<file path="src/rtl/bp_pkg.sv">
// Shared types for the branch predict unit: 2-bit counter encoding, BTB entry
// layout and the saturating counter update.
package bp_pkg;

    typedef enum logic [1:0] {
        CTR_SNT = 2'b00,
        CTR_WNT = 2'b01,
        CTR_WT  = 2'b10,
        CTR_ST  = 2'b11
    } ctr_t;

    // Wide enough for any legal PC_W up to 32; unused upper tag bits stay zero.
    localparam int TAG_MAX_W = 30;

    typedef struct packed {
        logic                 valid;
        logic                 isjmp;
        logic [TAG_MAX_W-1:0] tag;
        logic [31:0]          target;
        ctr_t                 ctr;
    } btb_entry_t;

    localparam btb_entry_t ENTRY_RST = '{
        valid:  1'b0,
        isjmp:  1'b0,
        tag:    '0,
        target: '0,
        ctr:    CTR_WNT
    };

    function automatic ctr_t sat_update(input ctr_t ctr, input logic taken);
        ctr_t nxt;
        nxt = ctr;
        case (ctr)
            CTR_SNT: nxt = taken ? CTR_WNT : CTR_SNT;
            CTR_WNT: nxt = taken ? CTR_WT  : CTR_SNT;
            CTR_WT:  nxt = taken ? CTR_ST  : CTR_WNT;
            CTR_ST:  nxt = taken ? CTR_ST  : CTR_WT;
            default: nxt = ctr;
        endcase
        return nxt;
    endfunction

endpackage

</file>
<file path="src/rtl/bp_resolve.sv">
// Execute-stage branch resolution: outcome, targets, misprediction and the
// redirect PC. Purely combinational.
module bp_resolve #(
    parameter int PC_W = 9
) (
    input  logic            ex_valid,
    input  logic [PC_W-1:0] ex_pc,
    input  logic [31:0]     imm,
    input  logic            branch,
    input  logic            jmp_sel,
    input  logic            jalr_sel,
    input  logic            halt,
    input  logic [31:0]     alu_result,
    input  logic            pred_taken,
    input  logic [31:0]     pred_pc,
    output logic            taken,
    output logic [31:0]     pc_four,
    output logic [31:0]     pc_imm,
    output logic            mispredict,
    output logic [31:0]     redirect_pc
);

    logic [31:0] ex_pc_ext;

    // NOTE: every output gets a value before any conditional code, so no latch can be inferred.
    always_comb begin
        ex_pc_ext   = 32'(ex_pc);
        taken       = (branch & alu_result[0]) | jmp_sel;
        pc_imm      = jalr_sel ? alu_result : ex_pc_ext + imm;
        pc_four     = halt ? 32'd0 : ex_pc_ext + 32'd4;
        redirect_pc = taken ? pc_imm : pc_four;
        mispredict  = 1'b0;
        if (ex_valid && halt) begin
            // A halt always flushes and parks fetch at address zero.
            mispredict  = 1'b1;
            redirect_pc = 32'd0;
        end else if (ex_valid) begin
            mispredict = (taken != pred_taken) | (taken & (pc_imm != pred_pc));
        end
    end

endmodule

</file>
<file path="src/rtl/branch_predict_unit.sv">
// Direct-mapped BTB with 2-bit counters: combinational fetch lookup, EX-stage
// resolution and training. Define BP_STATS_EN to add branch/mispredict counters.
module branch_predict_unit
    import bp_pkg::*;
#(
    parameter int PC_W    = 9,
    parameter int ENTRIES = 16,
    parameter int TAG_W   = PC_W - $clog2(ENTRIES) - 2
) (
    input  logic            clk,
    input  logic            reset,
    input  logic [PC_W-1:0] F_PC,
    output logic            Pred_Taken,
    output logic [31:0]     Pred_PC,
    input  logic            Ex_Valid,
    input  logic [PC_W-1:0] Ex_PC,
    input  logic [31:0]     Imm,
    input  logic            Branch,
    input  logic            JmpSel,
    input  logic            JalrSel,
    input  logic            flag_halt,
    input  logic [31:0]     AluResult,
    input  logic            Ex_PredTaken,
    input  logic [31:0]     Ex_PredPC,
    output logic [31:0]     PC_Four,
    output logic [31:0]     PC_Imm,
    output logic            Mispredict,
    output logic [31:0]     Redirect_PC
`ifdef BP_STATS_EN
    ,
    output logic [31:0]     Stat_Branches,
    output logic [31:0]     Stat_Mispred
`endif
);

    localparam int IDX_W = $clog2(ENTRIES);

    btb_entry_t       table_q [ENTRIES];
    btb_entry_t       table_d [ENTRIES];
    logic [IDX_W-1:0] f_idx, e_idx;
    logic [TAG_W-1:0] f_tag, e_tag;
    btb_entry_t       f_ent, e_ent;
    logic             f_hit, e_hit, ex_taken, train;

    assign f_idx = F_PC[IDX_W+1:2];
    assign f_tag = F_PC[PC_W-1:IDX_W+2];
    assign e_idx = Ex_PC[IDX_W+1:2];
    assign e_tag = Ex_PC[PC_W-1:IDX_W+2];

    bp_resolve #(.PC_W(PC_W)) u_resolve (
        .ex_valid    (Ex_Valid),
        .ex_pc       (Ex_PC),
        .imm         (Imm),
        .branch      (Branch),
        .jmp_sel     (JmpSel),
        .jalr_sel    (JalrSel),
        .halt        (flag_halt),
        .alu_result  (AluResult),
        .pred_taken  (Ex_PredTaken),
        .pred_pc     (Ex_PredPC),
        .taken       (ex_taken),
        .pc_four     (PC_Four),
        .pc_imm      (PC_Imm),
        .mispredict  (Mispredict),
        .redirect_pc (Redirect_PC)
    );

    // Lookup reads the registered table only, so a same-cycle update is not bypassed.
    always_comb begin
        f_ent      = table_q[f_idx];
        f_hit      = f_ent.valid & (f_ent.tag == TAG_MAX_W'(f_tag));
        Pred_Taken = f_hit & (f_ent.isjmp | (f_ent.ctr inside {CTR_WT, CTR_ST}));
        Pred_PC    = Pred_Taken ? f_ent.target : 32'(F_PC) + 32'd4;
    end

    always_comb begin
        e_ent   = table_q[e_idx];
        e_hit   = e_ent.valid & (e_ent.tag == TAG_MAX_W'(e_tag));
        train   = Ex_Valid & ~flag_halt & (Branch | JmpSel);
        table_d = table_q;
        if (train) begin
            if (e_hit) begin
                table_d[e_idx].ctr   = sat_update(e_ent.ctr, ex_taken);
                table_d[e_idx].isjmp = JmpSel;
                if (ex_taken) begin
                    table_d[e_idx].target = PC_Imm;
                end
            end else if (ex_taken) begin
                table_d[e_idx] = '{
                    valid:  1'b1,
                    isjmp:  JmpSel,
                    tag:    TAG_MAX_W'(e_tag),
                    target: PC_Imm,
                    ctr:    CTR_WT
                };
            end
        end
    end

    // NOTE: state is updated with non-blocking assignments so every flop samples pre-edge values.
    // NOTE: the whole table is reset; only valid and ctr matter, but a uniform reset keeps each flop simple.
    always_ff @(posedge clk or posedge reset) begin
        if (reset) begin
            for (int i = 0; i < ENTRIES; i++) begin
                table_q[i] <= ENTRY_RST;
            end
        end else begin
            table_q <= table_d;
        end
    end

`ifdef BP_STATS_EN
    logic [31:0] stat_br_q, stat_br_d;
    logic [31:0] stat_mp_q, stat_mp_d;

    always_comb begin
        stat_br_d = stat_br_q + (train ? 32'd1 : 32'd0);
        stat_mp_d = stat_mp_q + ((Mispredict & ~flag_halt) ? 32'd1 : 32'd0);
    end

    always_ff @(posedge clk or posedge reset) begin
        if (reset) begin
            stat_br_q <= '0;
            stat_mp_q <= '0;
        end else begin
            stat_br_q <= stat_br_d;
            stat_mp_q <= stat_mp_d;
        end
    end

    assign Stat_Branches = stat_br_q;
    assign Stat_Mispred  = stat_mp_q;
`endif

endmodule
</file>
<file path="config.mk">
export PLATFORM = sky130hd
export DESIGN_NAME = branch_predict_unit
export DESIGN_NICKNAME = d
export VERILOG_FILES = /design/src/rtl/bp_pkg.sv /design/src/rtl/bp_resolve.sv /design/src/rtl/branch_predict_unit.sv
export SDC_FILE = /design/constraint.sdc
export NUM_CORES = 2
export LEC_CHECK = 0
export CAP_MARGIN = 40
export CORE_ASPECT_RATIO = 1.25
export CORE_UTILIZATION = 35
export CTS_CLUSTER_SIZE = 25
export DETAILED_ROUTE_END_ITERATION = 16
export GPL_TIMING_DRIVEN = 0
export PLACE_DENSITY = 0.54
export SYNTH_ARGS = -nofsm -noshare
export SYNTH_HDL_FRONTEND = slang
export SYNTH_SLANG_ARGS = --single-unit
</file>
<file path="constraint.sdc">
create_clock -name clk -period 38.4 [get_ports clk]
set_input_delay 7.68 -clock clk [delete_from_list [all_inputs] [get_ports clk]]
set_output_delay 7.68 -clock clk [all_outputs]
set_load 0.02 [all_outputs]
</file>
==> Word level (Yosys, flattened, before mapping) <==
Index checks and enable logic that the tools add are counted.
{ "op_classes": {"add_sub_neg": 3, "reduce_logical": 6, "n_mux": 35, "bitwise_logic": 14, "order_cmp": 3, "n_eq_ne": 9} }
{ "op_table": {"columns": ["cell", "n"], "rows": [
  ["bitwise mux 1056 bit", 4],
  ["two-way mux 1056 bit", 3],
  ["demux 66 bit (select 4 bit)", 4],
  ["binary-select mux 66 bit (select 4 bit)", 2],
  ["two-way mux 66 bit", 5],
  ["two-way mux 32 bit", 5],
  ["two-way mux 65 bit", 1],
  ["== test 30 x 3 -> 1 bit", 2],
  ["two-way mux 34 bit", 1],
  ["adder 9 x 32 -> 32 bit", 1],
  ["inequality test 32 bit", 1],
  ["adder 9 x 3 -> 10 bit (second input constant)", 2],
  [">= comparator 5 bit (second input constant)", 2],
  ["two-way mux 2 bit", 5],
  ["NOT 4 -> 5 bit", 2],
  ["== test 2 bit (second input constant)", 4],
  ["one-hot mux 2 bit (4 select lines)", 1],
  ["AND 1 bit", 7],
  ["< comparator 5 x 1 -> 1 bit (second input constant)", 1],
  ["two-way mux 1 bit", 4],
  ["bitwise OR 1 bit", 4],
  ["nonzero test 2 bit", 2],
  ["== test 2 x 1 -> 1 bit (second input constant)", 1],
  ["logical AND 1 bit", 2],
  ["other kinds (4)", 4]
]} }
{ "totals": {"out_inout_bits": 130, "input_bits": 122, "ff_bits": 1056} }

==> Logic depth before layout (Yosys ltp) <==
{ "logic_depth": {"word_depth": 13, "ltp_mapped": 13, "ltp_nobuf": 11} }

==> Cells and area by module <==
From an unflattened synthesis, not the netlist that was laid out.
{ "hier_totals": {"hier_cells": 2345, "area_unflattened_um2": 32212.1} }
{ "by_module_without_submodules": {"columns": ["mod", "cells_each", "area_per_inst_um2", "instances", "seq_area_each_um2"], "rows": [
  ["branch_predict_unit", 1866, 29042.9, 1, 15635.0],
  ["bp_resolve", 479, 3169.3, 1, 0.0]
]} }

==> Least setup slack after synthesis <==
OpenSTA, ideal clock, no wires.
{ "synth_path": {"kind": "input-to-output", "start": "input Ex_PC[0]", "end": "output Mispredict", "setup_slack_ns": 20.108, "path_buffers": 2, "cell_stages": 13, "arrival_ns": 10.612, "path_cell_list": "ha_1 -> fa_1 -> a211oi_1 -> nor3_1 -> or3_1 -> clkbuf_1 -> clkbuf_1 -> xor2_1 -> mux2i_1 -> xor2_1 -> nand4_1 -> nor4_1 -> a21oi_1"} }
{ "synth_via": {"elab_chain_len": 7} }
{ "synth_lines": {"columns": ["element", "line", "text"], "rows": [
  ["start, declared", "branch_predict_unit.sv:16", "input logic [PC_W-1:0] Ex_PC,"],
  ["adder 9 x 32 -> 32 bit", "bp_resolve.sv:29", "pc_imm = jalr_sel ? alu_result : ex_pc_ext + imm;"],
  ["two-way mux 32 bit", "bp_resolve.sv:29", null],
  ["inequality test 32 bit", "bp_resolve.sv:38", "mispredict = (taken != pred_taken) | (taken & (pc_imm != pred_pc));"],
  ["AND 1 bit", "bp_resolve.sv:38", null],
  ["bitwise OR 1 bit", "bp_resolve.sv:38", null],
  ["two-way mux 1 bit", "bp_resolve.sv:37", "end else if (ex_valid) begin"],
  ["two-way mux 1 bit", "bp_resolve.sv:33", "if (ex_valid && halt) begin"],
  ["end, declared", "branch_predict_unit.sv:27", "output logic Mispredict,"]
]} }
No other way between the ends.

==> Worst setup path after layout <==
{ "layout_path": {"start": "input F_PC[2]", "end": "output Pred_PC[6]"} }
{ "layout_via": {"elab_chain_len": 9} }
{ "layout_lines": {"columns": ["element", "line", "text"], "rows": [
  ["start, declared", "branch_predict_unit.sv:12", "input logic [PC_W-1:0] F_PC,"],
  ["parallel branches: the longest is 8 deep, another holds binary-select mux 66 bit (select 4 bit)", null, null],
  ["two-way mux 32 bit (*)", "branch_predict_unit.sv:73", "Pred_PC = Pred_Taken ? f_ent.target : 32'(F_PC) + 32'd4;"],
  ["end, declared", "branch_predict_unit.sv:14", "output logic [31:0] Pred_PC,"]
]} }
Mark *: on every way between the ends. The select of a mux whose other input is x is not followed.

==> results.py <==
metrics = {
    "outcome": {
        "status": "completed",
    },
    "sta": {
        "max_slew_margin": 0.372,
        "rsz0062_at_grt": "false",
        "final_hold_viol_count": 0,
        "report.final.slew_viol_count": 0,
        "fmax_mhz": 48.5,
        "min_period_ns": 20.64,
        "finalClockSkew_ns": 0.0200,
        "finalSetupViolations": 0,
        "period_share": 0.537,
        "setup_tns_ns": 0,
        "tightest_slew_ns": 0.930,
        "holdWs_ns": 0.474,
    },
    "finish": {
        "fillers": 8465,
        "largest_reg_flops": 624,
        "finalNonFillerCells": 4436,
        "drive_above_1_share": 0.173,
        "area_delta_synth_final_pct": 22.8,
        "reg_top3": "table_q x624",
        "fin_area_mm2": 0.0378,
        "largest_register": "table_q",
        "fin_nets": 3355,
        "antenna_cells": 0,
    },
    "route": {
        "ant_nets": 0,
        "drc": 0,
        "wl_um": 118000,
        "avgRoutedWirePerCell_um": 26.7,
        "firstDrtPassIters": 5,
        "drt_iter0_drc": 2345,
        "num_vias": 24700,
        "avgViaCountPerCell": 5.56,
    },
    "grt": {
        "grt_pass1_wl_um": 175000,
        "track_usage": 0.269,
        "grt_max_degree": 113,
        "grt_pass1_vias": 25300,
        "grt_overflow": 0,
        "grt_antenna_before_repair": 5,
    },
    "cts": {
        "postCtsSetupRepairBufs": 0,
        "htree_levels": 3,
        "cts_tree": "built",
        "clockBufferDepth": 3,
        "worst_setup_hold_path_clk_slew_ns": 0.06,
        "cts_root_buf": "clkbuf_16",
        "holdBufCountCts": 0,
        "clk_latency_ns": 0.62,
        "ctsResizeCount": 0,
        "cts_sinks": 624,
        "cts_made_buffers": 69,
    },
    "logic_synthesis": {
        "synth_flop_cell": "dfrtp_1",
        "synth_cell_type_count": 71,
        "synth.avg_cell_area_um2": 10.9,
        "synthTopCellsByArea": "dfrtp_1 49%, mux4_2 15%, o21ai_0 8.8%, nand2_1 7.1%, mux2_2 3.5%",
        "ys_ff_latch": 624,
        "synth_top_area_cell": "dfrtp_1",
        "ys_seq_area_frac": 0.507,
        "synth-edff-count": 0,
        "synth_area_mm2": 0.0308,
        "async_reset_ff_frac": 1.00,
        "synth_top_cell_area_share": 0.494,
        "yosys_warnings": 0,
        "syn_inst": 2838,
    },
    "floorplanning": {
        "fp-row-count": 121,
        "start_util": 0.353,
        "die_area_mm2": 0.0893,
        "die_width_um": 267,
        "core_mm2": 0.0872,
        "die_y_um": 334,
        "num_io_pins": 252,
    },
    "critical_path": {
        "critPathBufInv": 8,
        "critPathKind": "primary input to primary output",
        "critPathArrivalTime_ns": 12.96,
        "critical_path.cell_chain": "clkdlybuf4s50_1 -> buf_2 -> buf_2 -> buf_2 -> buf_2 -> o211ai_1 -> o211ai_1 -> o211ai_1 -> o211ai_1 -> o2111ai_2 -> buf_6 -> clkbuf_1 -> a21oi_1 -> clkdlybuf4s50_1",
        "startpoint_type": "primary input",
        "required_ns": 30.72,
        "crit_fanout": 10,
        "endpoint_kind": "primary output",
        "cpMaxStageDelayCell": "clkdlybuf4s50_1",
        "max_stage_delay_ns": 0.79,
        "crit_family": "buffers and inverters",
    },
    "power_and_ir_drop": {
        "ir_drop_v": 0.0000280,
        "p_per_area_mw_per_mm2": 50.2,
        "p_leak_nw": 16.3,
    },
    "worst_hold_path": {
        "hold_class": "flop to flop",
    },
    "run": {
        "maxCapViolCount": 0,
    },
    "place": {
        "port_buffers": 220,
        "dpl.hpwl_um": 87800,
        "dp_cells": 4312,
        "placed_cell_area_mm2": 0.0354,
        "globalplace.congestion": 0.905,
    },
}
[routing by layer]
metal	GRT usage	share of wire
met5	0	0.00021
met4	0.123	0.050
met3	0.0397	0.061
met2	0.450	0.49
met1	0.343	0.40
[cell families after synthesis]
logic type / synth area share
AOI/OAI and AO/OA: 0.113
xor gates and xnor gates: 0.0256
adders and majority gates: 0.00706
buffers and inverters: 0.0415
DFF: 0.507
muxes: 0.191
other: 0.000122
and+or+nand+nor: 0.114
[cell type report]
class                      count  area (µm²)  area share
multi-input combinational   1927       14000       0.370
clock buffer                 102        2120      0.0559
buffer                       265        1120      0.0296
clock inverter                20         327     0.00863
tap                         1168        1460      0.0386
sequential                   624       15600       0.413
timing repair buffer         287        3010      0.0795
inverter                      43         169     0.00446
[per-stage QoR]
step | setup WS, ns | utilization | power [mW]
4_1_cts | 17.77 | 0.434 | 1.90
5_1_grt | 17.57 | 0.434 | 1.97
6_report | 17.76 | 0.434 | 1.90
3_3_place_gp | 4.87 | 0.396 | 1.17
3_5_place_dp | 17.78 | 0.406 | 1.19
2_1_floorplan | 13.27 | - | 1.04
[layout by cell type (no fill, tap or decap), types with 15 or more instances in the layout]
cell type / n
clkdlybuf4s50_1: 220
o21ai_0: 542
nand2_1: 579
dfrtp_1: 608
xor2_1: 52
o211ai_1: 19
clkbuf_16: 74
buf_4: 40
mux2_2: 95
mux4_2: 206
buf_2: 20
dfstp_2: 16
inv_1: 41
nor2_1: 94
ha_1: 15
buf_6: 28
clkbuf_1: 221
buf_1: 15
a21oi_1: 48
nor2b_1: 30
xnor2_1: 38
or2_2: 16
conb_1: 22
nand3_1: 21
clkbuf_8: 16
[cells in the mapped netlist, types with 8 or more instances]
library cell and count:
a21oi_1 48, o21ai_0 542, nor2_1 94, nand4_1 12
buf_2 18, or2_2 16, buf_1 14, xnor2_1 38
nand2b_1 8, clkbuf_1 209, mux2_2 95, nand3_1 21
nor3_1 15, nor4_1 10, mux4_2 206, ha_1 15
nand2_1 579, dfstp_2 16, dfrtp_1 608, mux2i_1 11
o211ai_1 19, xor2_1 52, buf_4 22, inv_1 42
nor2b_1 30
[tightest hold or removal path: cells and delay by family, from the launching register on]
| family | cells | cell delay [ns] |
|---|---|---|
| flip-flops | 1 | 0.34 |
| AND/OR/NAND/NOR | 1 | 0.04 |
| AO/OA/AOI/OAI | 1 | 0.06 |
[power breakdown]
group | internal, mW | total, mW | switching (mW)
combinational | 0.165 | 0.356 | 0.191
clock | 0.436 | 0.723 | 0.286
sequential | 0.762 | 0.820 | 0.0579
total | 1.36 | 1.90 | 0.535
[path summary, 6_finish.rpt]
path	startpoint	depth (start not counted)	slack, ns	endpoint
worst max-delay path	F_PC[2]	14	17.76	Pred_PC[6]
worst min-delay path	table_q[1018]$_DFFE_PP0P_	2	0.47	table_q[1018]$_DFFE_PP0P_
worst max register to register	table_q[166]$_DFFE_PP0P_	8	34.89	table_q[1]$_DFFE_PP0P_
worst min register to register	table_q[1018]$_DFFE_PP0P_	2	0.47	table_q[1018]$_DFFE_PP0P_
max in group asynchronous	reset	5	28.81	table_q[734]$_DFFE_PP0P_
min in group asynchronous	reset	2	7.58	table_q[358]$_DFFE_PP0P_
(Power assumes the default switching activity.)
